**src/rtl/pixel_plane_renderer_if.sv**
```systemverilog
// Pixel VRAM read port: the renderer (master) drives the address and
// receives the pixel byte from VRAM (slave) a fixed latency later.
interface pixel_plane_renderer_if #(
    parameter int ADDR_W = 17
);
    logic [ADDR_W-1:0] vram_addr;
    logic [7:0]        vram_q;

    modport master (output vram_addr, input vram_q);
    modport slave  (input vram_addr, output vram_q);
endinterface

```
**src/rtl/pixel_plane_renderer.sv**
```systemverilog
// Streams a scaled, vertically scrolled bitmap from pixel VRAM to RGB332 video.
// Defining PIXEL_PLANE_BORDER_EN adds a border colour register for non-window pixels.
module pixel_plane_renderer #(
    parameter int H_START = 160,
    parameter int V_START = 45,
    parameter int H_RES   = 320,
    parameter int V_RES   = 240,
    parameter int H_SCALE = 2,
    parameter int RD_LAT  = 1,
    parameter int ADDR_W  = 17
) (
    input  logic        clk,
    input  logic        reset,
    input  logic        hs,
    input  logic        vs,
    input  logic        blank,
    input  logic        scale2x,
    input  logic [11:0] h_count,
    input  logic [11:0] v_count,
    input  logic [8:0]  scroll_y,
`ifdef PIXEL_PLANE_BORDER_EN
    input  logic        border_we,
    input  logic [7:0]  border_color,
`endif
    pixel_plane_renderer_if.master vram,
    output logic [2:0]  r,
    output logic [2:0]  g,
    output logic [1:0]  b,
    output logic        hs_o,
    output logic        vs_o
);

    localparam int LINE_W = $clog2(V_RES + 1);
    localparam int COL_W  = $clog2(H_RES + 1);
    localparam int HREP_W = $clog2(H_SCALE + 1);

    localparam logic [11:0] H_BEG  = 12'(H_START);
    localparam logic [11:0] H_END  = 12'(H_START + H_RES * H_SCALE);
    localparam logic [11:0] V_BEG  = 12'(V_START);
    localparam logic [11:0] V_PRE  = 12'(V_START - 1);
    localparam logic [11:0] V_END1 = 12'(V_START + V_RES);
    localparam logic [11:0] V_END2 = 12'(V_START + 2 * V_RES);

    typedef enum logic {WAIT_FRAME, FRAME} state_t;

    state_t              state;
    logic                s2x;
    logic [LINE_W-1:0]   src_line;
    logic [ADDR_W-1:0]   line_base;
    logic [1:0]          v_rep;
    logic [COL_W-1:0]    col;
    logic [HREP_W-1:0]   h_rep;

    logic                h_act;
    logic                v_act;
    logic                frame_start;
    logic                line_adv;
    logic                pix_act;
    logic [LINE_W-1:0]   ys;
    logic [ADDR_W-1:0]   ys_base;
    logic [COL_W-1:0]    col_eff;
    logic [HREP_W-1:0]   h_rep_eff;
    logic [1:0]          v_rep_inc;
    logic [1:0]          v_rep_lim;
    logic [LINE_W-1:0]   src_inc;

    logic [RD_LAT:0]     pix_sr;
    logic [RD_LAT+1:0]   hs_sr;
    logic [RD_LAT+1:0]   vs_sr;

    assign h_act       = (h_count >= H_BEG) && (h_count < H_END);
    assign v_act       = (v_count >= V_BEG) && (v_count < (s2x ? V_END2 : V_END1));
    assign frame_start = (v_count == V_PRE) && (h_count == 12'd0);
    assign line_adv    = v_act && (h_count == H_END) && (state == FRAME);
    assign pix_act     = h_act && v_act && !blank && (state == FRAME);

    assign ys        = LINE_W'(32'(scroll_y) % V_RES);
    assign ys_base   = ADDR_W'(32'(ys) * H_RES);
    assign v_rep_inc = v_rep + 2'd1;
    assign v_rep_lim = s2x ? 2'd2 : 2'd1;
    assign src_inc   = src_line + LINE_W'(1);

    // The first window cycle must see col 0 before the registered reset lands.
    assign col_eff   = (h_count == H_BEG) ? '0 : col;
    assign h_rep_eff = (h_count == H_BEG) ? '0 : h_rep;

    // Frame state, scroll/line bookkeeping and the registered VRAM address.
    always_ff @(posedge clk) begin
        if (reset) begin
            state          <= WAIT_FRAME;
            s2x            <= 1'b0;
            src_line       <= '0;
            line_base      <= '0;
            v_rep          <= '0;
            col            <= '0;
            h_rep          <= '0;
            vram.vram_addr <= '0;
        end else begin
            if (frame_start) begin
                state     <= FRAME;
                s2x       <= scale2x;
                src_line  <= ys;
                line_base <= ys_base;
                v_rep     <= '0;
            end else if (line_adv) begin
                if (v_rep_inc == v_rep_lim) begin
                    v_rep <= '0;
                    if (src_inc == LINE_W'(V_RES)) begin
                        src_line  <= '0;
                        line_base <= '0;
                    end else begin
                        src_line  <= src_inc;
                        line_base <= line_base + ADDR_W'(H_RES);
                    end
                end else begin
                    v_rep <= v_rep_inc;
                end
            end

            if (h_act) begin
                if (h_rep_eff == HREP_W'(H_SCALE - 1)) begin
                    h_rep <= '0;
                    col   <= col_eff + COL_W'(1);
                end else begin
                    h_rep <= h_rep_eff + HREP_W'(1);
                    col   <= col_eff;
                end
            end

            vram.vram_addr <= h_act ? (line_base + ADDR_W'(col_eff)) : line_base;
        end
    end

`ifdef PIXEL_PLANE_BORDER_EN
    logic [7:0]      border_reg;
    logic [RD_LAT:0] bord_sr;
    logic            bord_act;

    assign bord_act = !blank && !(h_act && v_act) && (state == FRAME);

    always_ff @(posedge clk) begin
        if (reset) begin
            border_reg <= '0;
            bord_sr    <= '0;
        end else begin
            if (border_we) begin
                border_reg <= border_color;
            end
            bord_sr <= {bord_sr[RD_LAT-1:0], bord_act};
        end
    end
`endif

    // Pixel-valid travels alongside the VRAM read so it lines up with vram_q.
    always_ff @(posedge clk) begin
        if (reset) begin
            pix_sr    <= '0;
            hs_sr     <= '0;
            vs_sr     <= '0;
            {r, g, b} <= '0;
        end else begin
            pix_sr <= {pix_sr[RD_LAT-1:0], pix_act};
            hs_sr  <= {hs_sr[RD_LAT:0], hs};
            vs_sr  <= {vs_sr[RD_LAT:0], vs};
            if (pix_sr[RD_LAT]) begin
                {r, g, b} <= vram.vram_q;
            end
`ifdef PIXEL_PLANE_BORDER_EN
            else if (bord_sr[RD_LAT]) begin
                {r, g, b} <= border_reg;
            end
`endif
            else begin
                {r, g, b} <= '0;
            end
        end
    end

    assign hs_o = hs_sr[RD_LAT+1];
    assign vs_o = vs_sr[RD_LAT+1];

endmodule

```
**src/flat_wrapper.sv**
```systemverilog
// flat-port wrapper written by rule: the top's interface ports become plain ports
module pixel_plane_renderer_flat 
#(
    parameter int H_START = 160,
    parameter int V_START = 45,
    parameter int H_RES   = 320,
    parameter int V_RES   = 240,
    parameter int H_SCALE = 2,
    parameter int RD_LAT  = 1,
    parameter int ADDR_W  = 17
)
  (clk, reset, hs, vs, blank, scale2x, h_count, v_count, scroll_y, r, g, b, hs_o, vs_o, vram_vram_addr, vram_vram_q);
  pixel_plane_renderer_if #(.ADDR_W(ADDR_W)) vram_i ();
  input  logic clk;
  input  logic reset;
  input  logic hs;
  input  logic vs;
  input  logic blank;
  input  logic scale2x;
  input  logic [11:0] h_count;
  input  logic [11:0] v_count;
  input  logic [8:0] scroll_y;
  output logic [2:0] r;
  output logic [2:0] g;
  output logic [1:0] b;
  output logic hs_o;
  output logic vs_o;
  output wire logic [$bits(vram_i.vram_addr)-1:0] vram_vram_addr;
  input wire logic [$bits(vram_i.vram_q)-1:0] vram_vram_q;
  assign vram_vram_addr = vram_i.vram_addr;
  assign vram_i.vram_q = vram_vram_q;
  pixel_plane_renderer #(.H_START(H_START), .V_START(V_START), .H_RES(H_RES), .V_RES(V_RES), .H_SCALE(H_SCALE), .RD_LAT(RD_LAT), .ADDR_W(ADDR_W)) u_core (.clk(clk), .reset(reset), .hs(hs), .vs(vs), .blank(blank), .scale2x(scale2x), .h_count(h_count), .v_count(v_count), .scroll_y(scroll_y), .vram(vram_i), .r(r), .g(g), .b(b), .hs_o(hs_o), .vs_o(vs_o));
endmodule
```
**config.mk**
```make
export PLATFORM = sky130hd
export DESIGN_NAME = pixel_plane_renderer_flat
export DESIGN_NICKNAME = d
export VERILOG_FILES = /design/src/rtl/pixel_plane_renderer_if.sv /design/src/rtl/pixel_plane_renderer.sv /design/src/flat_wrapper.sv
export SDC_FILE = /design/constraint.sdc
export NUM_CORES = 1
export LEC_CHECK = 0
export BUFFER_PORTS_ARGS = -buffer_cell sky130_fd_sc_hd__buf_2
export CORE_ASPECT_RATIO = 0.9
export CORE_UTILIZATION = 55
export CTS_BUF_LIST = sky130_fd_sc_hd__clkbuf_4 sky130_fd_sc_hd__clkbuf_8
export DETAILED_ROUTE_END_ITERATION = 16
export GPL_TIMING_DRIVEN = 0
export HOLD_SLACK_MARGIN = 0.15
export PLACE_DENSITY_LB_ADDON = 0.25
export SLEW_MARGIN = 20
export SYNTH_ARGS = -nofsm -noshare
export SYNTH_HDL_FRONTEND = slang
export SYNTH_SLANG_ARGS = --single-unit
```
**constraint.sdc**
```tcl
create_clock -name clk -period 6 [get_ports clk]
set_input_delay 1.8 -clock clk [delete_from_list [all_inputs] [get_ports clk]]
set_output_delay 1.8 -clock clk [all_outputs]
set_load 0.02 [all_outputs]
```
==> out/results.ini <==
[status]
status = completed

[routing]
drc = 0
wire_per_inst_um = 14.80
drt-initial-drc-count = 277
routed_wirelength_um = 10140
drt-pass1-iter-count = 5
viasPerCell = 5.794
vias = 3969
ant_nets = 0

[floorplan]
dieHeight_um = 85.31
core-area_sq_mm = 0.007257
die-area_sq_mm = 0.008067
fp.dieW_um = 94.57
rows = 29
initial_core_util = 0.5845
boundaryPins = 74

[finish]
areaGrowthSynthToFinish_pct = 15.34
diodes = 0
nets = 663
drive_gt1_frac = 0.1959

[timing]
fin_ws_ns = 1.221
fin_skew_ns = 0.01093
hold_viol = 0
slew_headroom = 0.2617
rsz0062_at_grt = no
worstMarginPinSlew_ns = 1.094
slew_viol_final = 0
setup_viol = 0
fmax_mhz = 209.2
finalSetupTns_ns = 0
timing.final.crit_period_ns = 4.779
min_period_over_period = 0.7965

[run]
cap_violations = 0

[clock_tree]
clock_sinks = 73
clockBufferDepth = 2
worstSkewPairLatency_ns = 0.36
cts_tree = yes
cts_resized = 0
htreeDepth = 3
postCtsSetupRepairBufs = 0
cts-root-buf = clkbuf_8
clkTransAtPathRegs_ns = 0.08
hold_buffers = 0
cts_buffers = 9

[logic_synthesis]
ys_seq_area_frac = 0.3445
synth_cells = 504
synth_seq_cells = 73
synth_cell_types = 67
syn-num-nets = 580
synth_edf_count = 0
synthArstFlopShare = 0
ys.warnings.count = 0
synth-main-ff-cell = dfxtp_1
syn_area_per_cell_sq_um = 8.416
syn-cell-area_sq_mm = 0.004242

[pwr]
p_per_area_mw_per_mm2 = 191.5
combinationalPowerShare = 0.109
leakage_nw = 2.022
p_sw_w = 0.0002542
peakVddDrop_uv = 105.2
clkPwrFrac = 0.370
p_seq_frac = 0.521
sw_frac_of_total = 0.2713
p_int_w = 0.0006827

[grt]
gr-total-overflow = 0
grt_pass1_vias = 3520
grt_usage = 0.2560
grt_pass1_wl_um = 16130
grt_antenna_before_repair = 0
grt_max_degree = 14

[worst_setup_path]
rr_endpoint = u_core.vram.vram_addr[6]
path_max_fanout = 5
end_kind = flip-flop
cp_data_required_time_ns = 6.22
path_class = primary input to flip-flop
cp-start-kind = primary input
reg2regPathDepth = 10
rrSetupSlack_ns = 3.49
cp.arrival_ns = 5.00
cp_slowest_cell = fa_1
crit_path_max_incr_delay_ns = 0.49
startpoint = scroll_y[6]
path_cells = buf_2, nand3_1, inv_1, ha_1, nand2b_1, o21ai_0, o211ai_1, o21ai_0, ha_1, fa_1, a211oi_1, o21bai_1, a21oi_1, nor3_1, a311oi_1, a21oi_1
r2r-start = u_core.col[0]
crit_end = u_core.line_base[15]

[placed_design]
place.gp.congestion = 0.9072
io_buffers = 72
pre_cts_ws_ns = 0.8664
dp_hpwl_um = 7685

[min_path]
hp-class = flip-flop to flip-flop
hold_path_startpoint = u_core.hs_sr[1]
hold_depth = 1

-- cells in the mapped netlist (3+ instances only) --
| cell type | instances | area, sq um |
|---|---|---|
| nor4_1 | 4 | 25.02 |
| xnor2_1 | 14 | 122.6 |
| nand2_1 | 40 | 150.1 |
| clkbuf_1 | 12 | 45.04 |
| o21ai_0 | 21 | 105.1 |
| a21o_1 | 3 | 22.52 |
| o211ai_1 | 4 | 30.03 |
| a31oi_1 | 12 | 75.07 |
| dfxtp_1 | 73 | 1461 |
| a211oi_1 | 11 | 82.58 |
| nand2b_1 | 3 | 18.77 |
| ha_1 | 27 | 337.8 |
| buf_1 | 3 | 11.26 |
| a32o_1 | 3 | 30.03 |
| xor2_1 | 8 | 70.07 |
| buf_2 | 5 | 25.02 |
| or3_1 | 3 | 18.77 |
| nand3_1 | 19 | 95.09 |
| nor3_1 | 14 | 70.07 |
| a32oi_1 | 3 | 26.28 |
| nor2_1 | 46 | 172.7 |
| o21a_1 | 8 | 60.06 |
| nand4_1 | 6 | 37.54 |
| and2_1 | 33 | 206.5 |
| nor2b_1 | 17 | 106.4 |
| and3_1 | 8 | 50.05 |
| a21oi_1 | 29 | 145.1 |
| o21ai_2 | 9 | 78.83 |
| o31ai_1 | 4 | 30.03 |
| inv_1 | 13 | 48.80 |
| o21bai_1 | 3 | 22.52 |
-- how the worst min path moves through the flow --
stage                                 end  slack, ns
after floorplan           u_core.hs_sr[1]       0.41
after global placement    u_core.hs_sr[2]       0.42
after detailed placement  u_core.hs_sr[2]       0.44
after CTS                 u_core.hs_sr[2]       0.46
after global routing      u_core.hs_sr[1]       0.48
final                     u_core.hs_sr[2]       0.46
-- through the flow --
stage / total power [W] / hold WS, ns / util / instances / cell area (sq um)
after floorplan: 0.0005595 / 0.4138 / - / 504 / 4242
after detailed placement: 0.0005995 / 0.4387 / 0.6502 / 669 / 4718
after CTS: 0.0009434 / 0.4570 / 0.6741 / 685 / 4892
final: 0.0009368 / 0.4563 / 0.6741 / 685 / 4892
after global routing: 0.0009788 / 0.4774 / 0.6741 / 685 / 4892
after global placement: 0.0005969 / 0.4222 / 0.6502 / 669 / 4718
-- per-layer routing --
layer  global-route usage  share of wire  vias up
li1                     -              -     1983
met1               0.3523           0.47     1814
met2               0.4025           0.44      154
met3              0.05376          0.070       18
met4              0.07576          0.014        0
met5                    0              0        -
-- cells in the final DEF (no fill, tap or decap), types with 3 or more instances in the layout --
cell type / count
and2_1: 33
o21ai_0: 21
nor4_1: 4
clkbuf_8: 9
nor3_1: 14
ha_1: 27
o21bai_1: 3
and3_1: 8
o21a_1: 8
a211oi_1: 11
nand2b_1: 3
or3_1: 3
clkbuf_1: 12
buf_1: 3
xor2_1: 8
inv_1: 13
nor2_1: 46
a32oi_1: 3
nand2_1: 40
xnor2_1: 14
nand3_1: 19
a32o_1: 3
o31ai_1: 4
nand4_1: 6
o21ai_2: 9
a21o_1: 3
a31oi_1: 12
buf_2: 77
dfxtp_1: 73
o211ai_1: 4
nor2b_1: 17
a21oi_1: 29
-- state kept, by name, summed over array words and instances, names as in the netlist, 2 cells and up --
signal / flops
u_core.v_rep: 2
u_core.h_rep: 2
u_core.b: 2
u_core.g: 3
u_core.vs_sr: 3
u_core.hs_sr: 3
u_core.vram.vram_addr: 17
u_core.col: 9
u_core.pix_sr: 2
u_core.src_line: 8
u_core.line_base: 17
u_core.r: 3
-- cell families (layout without fill, tap and decap cells) --
family / after synthesis / in the layout / share of synthesized area
AO/OA/AOI/OAI: 130 / 130 / 0.2089
XOR/XNOR: 22 / 22 / 0.04543
adder cells (fa/ha/maj): 30 / 30 / 0.09144
buffers and inverters: 35 / 123 / 0.03422
flip-flops: 73 / 73 / 0.3445
multiplexers: 3 / 3 / 0.007375
AND/OR/NAND/NOR: 211 / 211 / 0.2682
-- area by class of cell --
cell class	instances	area (sq um)
Multi-Input combinational cell	396	2635
Fill cell	596	2365
Sequential cell	73	1461
Timing Repair Buffer	72	360.3
Clock buffer	10	131.4
Tap cell	93	116.4
Buffer	21	92.59
Inverter	14	52.55
Clock inverter	6	42.54
-- critical path: cells and delay by family --
family / cells / cell delay, ns
compound gates: 8 / 1.54
fa+ha+maj: 3 / 1.10
buf+inv: 2 / 0.20
simple gates: 3 / 0.34
-- power groups by stage --
stage	Clock [W]	Sequential [W]	Combinational [W]
3_5_place_dp	0	0.000499	0.000100
4_1_cts	0.000354	0.000488	0.000101
5_1_grt	0.000378	0.000488	0.000113
6_report	0.000347	0.000488	0.000102
2_1_floorplan	0	0.000500	0.0000595
3_3_place_gp	0	0.000499	0.0000978
No activity file was read; power rests on OpenSTA's default activity.
